[config.mk]
export PLATFORM = sky130hd
export DESIGN_NAME = spi_slave_frontend_flat
export DESIGN_NICKNAME = d
export VERILOG_FILES = /design/src/rtl/spi_slave_frontend_if.sv /design/src/rtl/spi_slave_frontend.sv /design/src/flat_wrapper.sv
export SDC_FILE = /design/constraint.sdc
export NUM_CORES = 1
export LEC_CHECK = 0
export BUFFER_PORTS_ARGS = -buffer_cell sky130_fd_sc_hd__buf_2
export CORE_MARGIN = 10
export CORE_UTILIZATION = 45
export CTS_CLUSTER_DIAMETER = 60
export DETAILED_ROUTE_END_ITERATION = 6
export PLACE_DENSITY_LB_ADDON = 0.05
export SETUP_SLACK_MARGIN = 0.02
export SLEW_MARGIN = 0
export SYNTH_ARGS = -nofsm -noshare
export SYNTH_HDL_FRONTEND = slang
export SYNTH_SLANG_ARGS = --single-unit
[constraint.sdc]
create_clock -name i_clk -period 3.1 [get_ports i_clk]
set_input_delay 0.155 -clock i_clk [delete_from_list [all_inputs] [get_ports i_clk]]
set_output_delay 0.155 -clock i_clk [all_outputs]
set_load 0.03 [all_outputs]
[src/rtl/spi_slave_frontend_if.sv]
// spi_slave_frontend_if: SPI pins, counter controls and receive outputs of the SPI slave front end
interface spi_slave_frontend_if;
  logic i_sck;
  logic i_mosi;
  logic i_cs_n;
  logic i_en_count;
  logic i_res_count;
  logic o_sck_rise;
  logic o_sck_fall;
  logic o_cs_start;
  logic o_count_f;
  logic [7:0] o_rx_byte;
  logic o_rx_valid;
  logic o_busy;
  logic o_frame_err;
  modport master (
    output i_sck, i_mosi, i_cs_n, i_en_count, i_res_count,
    input  o_sck_rise, o_sck_fall, o_cs_start, o_count_f, o_rx_byte, o_rx_valid, o_busy, o_frame_err
  );
  modport slave (
    input  i_sck, i_mosi, i_cs_n, i_en_count, i_res_count,
    output o_sck_rise, o_sck_fall, o_cs_start, o_count_f, o_rx_byte, o_rx_valid, o_busy, o_frame_err
  );
endinterface

[src/rtl/spi_slave_frontend.sv]
// spi_slave_frontend: mode-0 SPI receive front end; define SPI_SCK_GLITCH_FILTER_EN to add an SCK glitch filter
module spi_slave_frontend (
  input logic i_clk,
  input logic i_rst,
  spi_slave_frontend_if.slave bus
);
  typedef enum logic [1:0] {IDLE, SELECT, RX} state_t;
  state_t state, state_n;
  logic sck_m, sck_s, sck_f, sck_d;
  logic mosi_m, mosi_s, mosi_d;
  logic cs_m, cs_s, cs_d;
  logic [1:0] live;
  logic armed, cs_fall, cs_rise;
  logic sck_rise, sck_fall;
  logic [2:0] cnt;
  logic [7:0] sh, rx_byte;
  logic rx_valid, count_f, frame_err, cs_start, busy;
  // synchronizers and registered SCK edge pulses; CS falls are ignored until CS has been seen high after reset
  always_ff @(posedge i_clk)
    if (i_rst) begin
      sck_m <= 1'b0;
      sck_s <= 1'b0;
      sck_d <= 1'b0;
      mosi_m <= 1'b0;
      mosi_s <= 1'b0;
      mosi_d <= 1'b0;
      cs_m <= 1'b1;
      cs_s <= 1'b1;
      cs_d <= 1'b1;
      sck_rise <= 1'b0;
      sck_fall <= 1'b0;
      live <= 2'b00;
      armed <= 1'b0;
    end else begin
      sck_m <= bus.i_sck;
      sck_s <= sck_m;
      sck_d <= sck_f;
      mosi_m <= bus.i_mosi;
      mosi_s <= mosi_m;
      mosi_d <= mosi_s;
      cs_m <= bus.i_cs_n;
      cs_s <= cs_m;
      cs_d <= cs_s;
      sck_rise <= sck_f & ~sck_d;
      sck_fall <= ~sck_f & sck_d;
      live <= {live[0], 1'b1};
      armed <= armed | (live[1] & cs_s);
    end
`ifdef SPI_SCK_GLITCH_FILTER_EN
  // accept a new SCK level only once two consecutive synchronizer samples agree
  always_ff @(posedge i_clk)
    sck_f <= i_rst ? 1'b0 : (sck_m == sck_s ? sck_s : sck_f);
`else
  assign sck_f = sck_s;
`endif
  assign cs_fall = armed & cs_d & ~cs_s;
  assign cs_rise = cs_s & ~cs_d;
  // state register
  always_ff @(posedge i_clk)
    state <= i_rst ? IDLE : state_n;
  // next state and state-decoded outputs
  always_comb begin
    state_n = state;
    cs_start = state == SELECT;
    busy = state != IDLE;
    if (state == IDLE && cs_fall) state_n = SELECT;
    else if (state == SELECT) state_n = RX;
    else if (state == RX && cs_rise) state_n = IDLE;
  end
  // shift register, bit counter and byte/abort pulses
  always_ff @(posedge i_clk)
    if (i_rst) begin
      cnt <= 3'd0;
      sh <= 8'h00;
      rx_byte <= 8'h00;
      rx_valid <= 1'b0;
      count_f <= 1'b0;
      frame_err <= 1'b0;
    end else begin
      rx_valid <= 1'b0;
      count_f <= 1'b0;
      frame_err <= 1'b0;
      if (state == SELECT) begin
        cnt <= 3'd0;
        sh <= 8'h00;
      end else if (state == RX && cs_rise) begin
        frame_err <= cnt != 3'd0;
        cnt <= 3'd0;
      end else begin
        if (state == RX && sck_rise) sh <= {sh[6:0], mosi_d};
        if (bus.i_res_count) cnt <= 3'd0;
        else if (state == RX && sck_rise && bus.i_en_count) begin
          cnt <= cnt + 3'd1;
          if (cnt == 3'd7) begin
            count_f <= 1'b1;
            rx_valid <= 1'b1;
            rx_byte <= {sh[6:0], mosi_d};
          end
        end
      end
    end
  assign bus.o_sck_rise = sck_rise;
  assign bus.o_sck_fall = sck_fall;
  assign bus.o_cs_start = cs_start;
  assign bus.o_count_f = count_f;
  assign bus.o_rx_byte = rx_byte;
  assign bus.o_rx_valid = rx_valid;
  assign bus.o_busy = busy;
  assign bus.o_frame_err = frame_err;
endmodule
[src/flat_wrapper.sv]
// flat-port wrapper written by rule: the top's interface ports become plain ports
module spi_slave_frontend_flat 
  (i_clk, i_rst, bus_i_sck, bus_i_mosi, bus_i_cs_n, bus_i_en_count, bus_i_res_count, bus_o_sck_rise, bus_o_sck_fall, bus_o_cs_start, bus_o_count_f, bus_o_rx_byte, bus_o_rx_valid, bus_o_busy, bus_o_frame_err);
  spi_slave_frontend_if bus_i ();
  input logic i_clk;
  input logic i_rst;
  input wire logic [$bits(bus_i.i_sck)-1:0] bus_i_sck;
  input wire logic [$bits(bus_i.i_mosi)-1:0] bus_i_mosi;
  input wire logic [$bits(bus_i.i_cs_n)-1:0] bus_i_cs_n;
  input wire logic [$bits(bus_i.i_en_count)-1:0] bus_i_en_count;
  input wire logic [$bits(bus_i.i_res_count)-1:0] bus_i_res_count;
  output wire logic [$bits(bus_i.o_sck_rise)-1:0] bus_o_sck_rise;
  output wire logic [$bits(bus_i.o_sck_fall)-1:0] bus_o_sck_fall;
  output wire logic [$bits(bus_i.o_cs_start)-1:0] bus_o_cs_start;
  output wire logic [$bits(bus_i.o_count_f)-1:0] bus_o_count_f;
  output wire logic [$bits(bus_i.o_rx_byte)-1:0] bus_o_rx_byte;
  output wire logic [$bits(bus_i.o_rx_valid)-1:0] bus_o_rx_valid;
  output wire logic [$bits(bus_i.o_busy)-1:0] bus_o_busy;
  output wire logic [$bits(bus_i.o_frame_err)-1:0] bus_o_frame_err;
  assign bus_i.i_sck = bus_i_sck;
  assign bus_i.i_mosi = bus_i_mosi;
  assign bus_i.i_cs_n = bus_i_cs_n;
  assign bus_i.i_en_count = bus_i_en_count;
  assign bus_i.i_res_count = bus_i_res_count;
  assign bus_o_sck_rise = bus_i.o_sck_rise;
  assign bus_o_sck_fall = bus_i.o_sck_fall;
  assign bus_o_cs_start = bus_i.o_cs_start;
  assign bus_o_count_f = bus_i.o_count_f;
  assign bus_o_rx_byte = bus_i.o_rx_byte;
  assign bus_o_rx_valid = bus_i.o_rx_valid;
  assign bus_o_busy = bus_i.o_busy;
  assign bus_o_frame_err = bus_i.o_frame_err;
  spi_slave_frontend u_core (.i_clk(i_clk), .i_rst(i_rst), .bus(bus_i));
endmodule
==> reports/results.tsv, run 1 <==
metric	value	unit
Tightest Hold Check Type	in -> reg	
Layout area overhead	12.9	%
synth top area cells	dfxtp_1, mux2i_1, nand2_1	
share of layout cells above drive strength 1	0.219	
clock sink count	36	
vias in the first global route	897	
fraction of registers with async set/reset	0	
WP data required	3350	ps
Worst R2R Path Depth	5	
router iterations before antenna repair	2	
Mapped Cells	128	
Final Power	723	µW
Post-synth top flop	dfxtp_1	
CP endpoint kind	flip-flop	
RSZ-0062 raised after global routing	no	
Die ar.	5520	µm²
Setup violations, final	0	
total number of vias	895	
core area	2780	µm²
type of origin of the critical path	flip-flop	
# resized after CTS	0	
# IOs	22	
largest net degree at the start of global routing	27	
status	finished clean	
routed wire length per instance	12.9	µm
peak supply drop	0.349	mV
Longest Clk Path Bufs	2	
CTS Buf Count	5	
Max-Cap Viols	0	
post-synth top area share	0.543	
Seq/Total Area, Yosys	0.543	
Core Rows	19	
WHS Path Cells	2	
Clock H-tree levels	2	
Setup Fix Bufs, Post-CTS	0	
Final Max Tran Viols	0	
global-route wire length before repair	3.98	mm
later-pin clock latency in the skew report	330	ps
syn nets	138	
Netlist cell types	25	
GRT Util Overall	0.0929	
Clock transition at path regs	100	ps
worst slew pin tran	709	ps
Die H	74.3	µm
Detail Placement HPWL	1.71	mm
highest clock rate	570	MHz
Routed Antenna Nets	0	
Setup Skew	10.2	ps
largest area contributor in the netlist	dfxtp_1	
Relative slew margins	0.524	
DR DRC count	0	
antenna violations before repair	0	
CTS tree	done	
post-route minimum period	1760	ps
most frequent cells after synthesis	dfxtp_1, nand2_1, mux2i_1	
Synth Warn #	0	
Starting Density	0.477	
Avg Inst Size Synth	10.4	µm²
#FFs+latches synth	36	
final worst-path cycle share	0.566	
Clock Tree Root	clkbuf_4	
top-count cell post-synth	dfxtp_1	
arrival time worst endpoint	2010	ps
WL final	2.34	mm
Final Hold Viols	0	
routed vias/inst	4.92	
Inserted Diodes	0	
Cell Pwr Density	483	nW/µm²
die width	74.3	µm
GP Congestion	0.737	
Setup CP Type	reg -> reg	
Post-synth EDFFs	0	
nets@finish	161	
Sum Neg Setup Slack	0	ps
Iteration-0 DRC Markers	22	
critical path peak fanout	8	
Layout Utilization	0.539	
Mapped Area	1330	µm²
Port Buffers	21	
Leakage	0.000658	µW
global route total overflow	0	
[power by group]
part	switching (µW)	internal, µW	total (µW)
clock network	141	83.6	224
logic	15.7	9.93	25.6
registers	3.46	470	473
total	160	563	723
[critical path, stage by stage (launching register included)]
cell and delay [ps]:
dfxtp_1 370, ha_1 170, ha_1 140, inv_1 70, nor4_4 650, mux2i_1 270
[final timing paths]
kind                             end  slack, ps          start
min                    u_core.mosi_m         40     bus_i_mosi
max reg2reg  u_core.bus.o_rx_byte[1]       1340  u_core.cnt[1]
max          u_core.bus.o_rx_byte[1]       1340  u_core.cnt[1]
min reg2reg    u_core.bus.o_sck_rise        400   u_core.sck_d
[sequential cells by signal, indices dropped and copies added, names as in the netlist, 2 cells and up]
signal and flops:
u_core.bus.o_rx_byte 8, u_core.sh 7, u_core.cnt 3, u_core.live 2
u_core.state 2
[placed cells by master (no fill, tap or decap), types with 2 or more instances in the layout]
master,n
nand3_1,9
dfxtp_1,36
nor2b_1,10
nor2_1,5
clkbuf_4,5
a21oi_1,3
inv_1,5
ha_1,3
buf_2,21
nand2_1,18
mux2i_1,17
or2_2,4
nand2b_1,2
[cell families (layout without fill, tap and decap cells)]
family / count (synthesis) / after routing / share of synthesized area
AO/OA/AOI/OAI: 5 / 5 / 0.0283
XOR/XNOR: 1 / 1 / 0.00660
adder cells (fa/ha/maj): 3 / 3 / 0.0283
buffers and inverters: 12 / 35 / 0.0386
flip-flops: 36 / 36 / 0.543
multiplexers: 17 / 17 / 0.128
AND/OR/NAND/NOR: 54 / 54 / 0.227
[timing repair]
| item | 4_1_cts | 5_1_grt |
|---|---|---|
| hold buffers | 1 | 0 |
| endpoints found under the hold margin | 1 | 0 |
| setup endpoints to repair | 0 | 0 |
[layer usage]
| layer | global-route usage | vias up | routed length (µm) |
|---|---|---|---|
| met1 | 0.103 | 401 | 1120 |
| met5 | 0 | - | 0 |
| li1 | - | 468 | - |
| met4 | 0.0610 | 0 | 43 |
| met3 | 0.0386 | 5 | 165 |
| met2 | 0.144 | 21 | 1020 |
[through the flow]
step	hold WS [ps]	cells	instance area, µm²	setup slack [ps]
5_1_grt	32.4	182	1500	1190
3_5_place_dp	340	174	1440	1350
4_1_cts	22.8	182	1500	1320
2_1_floorplan	227	128	1330	1580
3_3_place_gp	337	174	1440	1470
6_report	39.7	182	1500	1340
[cell type report]
cell class | instances | area, µm²
Inverter | 6 | 22.5
Multi-Input combinational cell | 80 | 556
Fill cell | 259 | 1280
Clock buffer | 6 | 41.3
Tap cell | 31 | 38.8
Sequential cell | 36 | 721
Timing Repair Buffer | 22 | 115
Clock inverter | 1 | 5.00
(Power assumes the default switching activity.)
==> run 2: changes to the inputs <==
==> constraint.sdc (replaced) <==
create_clock -name i_clk -period 1.4 [get_ports i_clk]
set_input_delay 0.07 -clock i_clk [delete_from_list [all_inputs] [get_ports i_clk]]
set_output_delay 0.07 -clock i_clk [all_outputs]
set_load 0.03 [all_outputs]
==> reports/results.tsv, run 2 (synthesis results as in run 1) <==
metric	value	unit
worst slack at placement	28.6	ps
Layout Cells excl Fill	191	
post-route minimum period	1320	ps
worst hold start	i_rst	
Longest Clk Path Bufs	2	
Routed Antenna Nets	0	
crit path from	u_core.state[1]	
WL final	2.32	mm
global route total overflow	0	
Layout Utilization	0.596	
Final Max Tran Viols	0	
Sw Share	0.214	
clock share of power	0.393	
vias in the first global route	911	
die width	74.3	µm
GRT Util Overall	0.0965	
CP endpoint kind	primary output	
Clock transition at path regs	110	ps
most common cell after layout, fill and taps aside	dfxtp_1	
Relative slew margins	0.759	
most frequent cells in the layout	dfxtp_1, buf_2, nand2_1	
Multi-input gate area	587	µm²
highest clock rate	757	MHz
global-route wire length before repair	4.04	mm
Pint	1440	µW
Setup Fix Bufs, Post-CTS	0	
DP Cell Count	180	
Iteration-0 DRC Markers	64	
Cell Pwr Density	1110	nW/µm²
number of fill cells	250	
R2R Setup Slk	90	ps
Starting Density	0.477	
Tightest Hold Check Type	in -> reg	
largest net degree at the start of global routing	27	
router iterations before antenna repair	4	
Detail Placement HPWL	1.73	mm
register area	729	µm²
Leakage	0.000708	µW
max reg flops	8	
Inserted Diodes	0	
routed wire length per instance	12.2	µm
Core Rows	19	
Layout area overhead	25.0	%
register share of total power	0.570	
Max-Cap Viols	0	
Clock Tree Root	clkbuf_4	
arrival time worst endpoint	1250	ps
share of layout cells above drive strength 1	0.319	
clock sink count	36	
Port Buffers	21	
Die H	74.3	µm
later-pin clock latency in the skew report	340	ps
Setup WS post-layout	78.5	ps
P_sw	393	µW
combinational share of power	0.037	
CTS tree	done	
Reg2Reg Launch Point	u_core.state[0]	
Setup CP Type	reg -> out	
status	finished clean	
final worst-path cycle share	0.944	
DR DRC count	0	
total number of vias	912	
nets@finish	169	
antenna violations before repair	0	
worst slew pin tran	361	ps
Final Hold Viols	0	
Setup violations, final	0	
GP Congestion	0.700	
RSZ-0062 raised after global routing	yes	
Die ar.	5520	µm²
peak supply drop	1.29	mV
# IOs	22	
WP data required	1330	ps
Clock H-tree levels	2	
core area	2780	µm²
Setup Skew	9.95	ps
routed vias/inst	4.77	
critical path peak fanout	4	
CTS Buf Count	5	
type of origin of the critical path	flip-flop	
## run 2: cell count changes in the layout (fill, tap and decap cells not counted), sizes merged
cell | previous run | this run
buf | 21 | 27
dlygate4sd3 | 1 | 3
clkinvlp | 0 | 1
clkbuf | 6 | 5
bufinv | 0 | 1
## run 2: cell type report
type / count / area share
Tap cell: 31 / 0.0234
Sequential cell: 36 / 0.440
Clock inverter: 3 / 0.0256
Multi-Input combinational cell: 80 / 0.354
Clock buffer: 5 / 0.0226
Inverter: 6 / 0.0136
Timing Repair Buffer: 30 / 0.121
## run 2: per-layer routing
layer | wire length (µm) | part of all wire | vias up | global-route usage
met5 | 0 | 0 | - | 0
met4 | 48 | 0.021 | 0 | 0.0549
met3 | 189 | 0.081 | 5 | 0.0559
met2 | 1080 | 0.47 | 19 | 0.146
met1 | 1000 | 0.43 | 403 | 0.104
li1 | - | - | 485 | -
## run 2: critical path, cell delays in order, from the launching register on
cell     delay (ps)
dfxtp_2         350
buf_4           140
or2_2           290
buf_6           150
## run 2: timing repair
item / 4_1_cts / 5_1_grt
endpoints found under the hold margin: 3 / 0
setup endpoints to repair: 7 / 16
pin swaps: 1 / 0
resized for setup: 2 / 6
hold buffers: 3 / 0
## run 2: through the flow
step | area, µm² | total power (µW) | hold WS (ps) | setup TNS (ps)
after floorplan | 1360 | 1100 | 142 | -518
after global placement | 1530 | 1130 | 255 | 0
after detailed placement | 1530 | 1130 | 258 | 0
after CTS | 1650 | 1860 | 81.8 | 0
after global routing | 1660 | 1920 | 90.7 | 0
final | 1660 | 1840 | 110 | 0
## run 2: final timing paths
path	to	cells past startpoint
setup reg to reg	u_core.bus.o_rx_byte[6]	4
setup / recovery	bus_o_busy	3
hold reg to reg	u_core.bus.o_sck_rise	1
hold / removal	u_core.state[0]	3
## run 2: power by group through the flow
| stage | combinational, µW | clock (µW) | sequential [µW] |
|---|---|---|---|
| global placement | 59.7 | 0 | 1070 |
| CTS | 67.6 | 742 | 1050 |
| detailed placement | 60.3 | 0 | 1070 |
| finish | 67.1 | 722 | 1050 |
| floorplan | 33.7 | 0 | 1070 |
| global route | 76.0 | 793 | 1050 |
==> run 3: changes to the inputs <==
--- a/config.mk
+++ b/config.mk
@@ -11,6 +11,7 @@
 export CTS_CLUSTER_DIAMETER = 60
 export DETAILED_ROUTE_END_ITERATION = 6
 export PLACE_DENSITY_LB_ADDON = 0.05
+export RECOVER_POWER = 100
 export SETUP_SLACK_MARGIN = 0.02
 export SLEW_MARGIN = 0
 export SYNTH_ARGS = -nofsm -noshare
==> reports/results.tsv, run 3 (synthesis results as in run 1) <==
metric	value	unit
global-route wire length before repair	4.04	mm
die width	74.3	µm
combinational share of power	0.035	
Final Hold Viols	0	
WP data required	1330	ps
status	finished clean	
clock share of power	0.394	
met2 Use GR	0.146	
hold slack	118	ps
GR Util met1	0.104	
vias in the first global route	911	
Clock transition at path regs	100	ps
number of fill cells	258	
WL final	2.32	mm
CP endpoint kind	primary output	
global route total overflow	0	
Pint	1440	µW
Longest Clk Path Bufs	2	
P_sw	393	µW
router iterations before antenna repair	4	
worst hold start	bus_i_res_count	
worst slack at placement	28.6	ps
GR peak layer	met2	
most frequent cells in the layout	dfxtp_1, nand2_1, mux2i_1	
# IOs	22	
Sw Share	0.214	
Multi-input gate area	582	µm²
GP Congestion	0.700	
core area	2780	µm²
Detail Placement HPWL	1.73	mm
Final Max Tran Viols	0	
final worst-path cycle share	0.945	
antenna violations before repair	0	
Clock Tree Root	clkbuf_4	
max reg flops	8	
Routed Antenna Nets	0	
Layout area overhead	23.0	%
routed wire length per instance	12.2	µm
Starting Density	0.477	
nets@finish	169	
Setup WS post-layout	77.6	ps
Die ar.	5520	µm²
Max-Cap Viols	0	
Setup CP Type	reg -> out	
Die H	74.3	µm
Core Rows	19	
arrival time worst endpoint	1250	ps
total number of vias	910	
M3 GR Usage	0.0559	
worst slew pin tran	945	ps
type of origin of the critical path	flip-flop	
GRT Util Overall	0.0965	
routed vias/inst	4.76	
crit path from	u_core.state[1]	
highest clock rate	756	MHz
most common cell after layout, fill and taps aside	dfxtp_1	
Leakage	0.000645	µW
Reg2Reg Launch Point	u_core.state[0]	
register area	729	µm²
Setup Fix Bufs, Post-CTS	0	
critical path peak fanout	4	
DR DRC count	0	
Setup Skew	9.73	ps
peak supply drop	1.29	mV
RSZ-0062 raised after global routing	yes	
share of layout cells above drive strength 1	0.219	
register share of total power	0.571	
Iteration-0 DRC Markers	54	
largest net degree at the start of global routing	27	
CTS Buf Count	5	
Relative slew margins	0.370	
Clock H-tree levels	2	
Inserted Diodes	0	
CTS tree	done	
Layout Utilization	0.587	
clock sink count	36	
Cell Pwr Density	1120	nW/µm²
post-route minimum period	1320	ps
Setup violations, final	0	
Tightest Hold Check Type	in -> reg	
later-pin clock latency in the skew report	340	ps
Port Buffers	21	
run 3: layer usage:
layer,vias up,share of wire
met2,19,0.46
met1,402,0.43
met5,-,0
met3,5,0.083
met4,0,0.021
li1,484,-
run 3: timing repair:
action                     CTS  global route
resized for setup            2             6
setup endpoints to repair    7            16
pin swaps                    1             0
hold buffers                 3             0
hold endpoints to repair     3             0
run 3: path summary, 6_finish.rpt:
kind / endpoint / slack [ps] / cells past startpoint
setup / recovery: bus_o_busy / 80 / 3
hold / removal: u_core.cnt[0] / 120 / 3
setup reg to reg: u_core.bus.o_rx_byte[6] / 90 / 4
hold reg to reg: u_core.bus.o_sck_rise / 390 / 1
run 3: stage by stage:
| stage | cell area (µm²) | TNS [ps] | total power [µW] | std cells |
|---|---|---|---|---|
| after floorplan | 1360 | -518 | 1100 | 128 |
| after detailed placement | 1530 | 0 | 1130 | 180 |
| after global placement | 1530 | 0 | 1130 | 180 |
| after global routing | 1630 | 0 | 1920 | 191 |
| after CTS | 1650 | 0 | 1860 | 191 |
| final | 1630 | 0 | 1830 | 191 |
run 3: power by group through the flow:
| stage | combinational [µW] | clock [µW] | sequential, µW |
|---|---|---|---|
| floorplan | 33.7 | 0 | 1070 |
| global placement | 59.7 | 0 | 1070 |
| detailed placement | 60.3 | 0 | 1070 |
| CTS | 67.6 | 742 | 1050 |
| global route | 73.7 | 793 | 1050 |
| finish | 64.6 | 722 | 1050 |
run 3: area by class of cell:
| class | count | share of cell area |
|---|---|---|
| clock buffers | 5 | 0.0230 |
| clock inverters | 3 | 0.0261 |
| inverters | 6 | 0.0138 |
| multi-input cells | 80 | 0.356 |
| flip-flops and latches | 36 | 0.447 |
| well taps | 31 | 0.0238 |
| repair buffers | 30 | 0.110 |
run 3: worst max-delay path: stages, from the launching register on:
cell,delay [ps]
dfxtp_2,350
buf_4,140
or2_2,290
buf_6,150
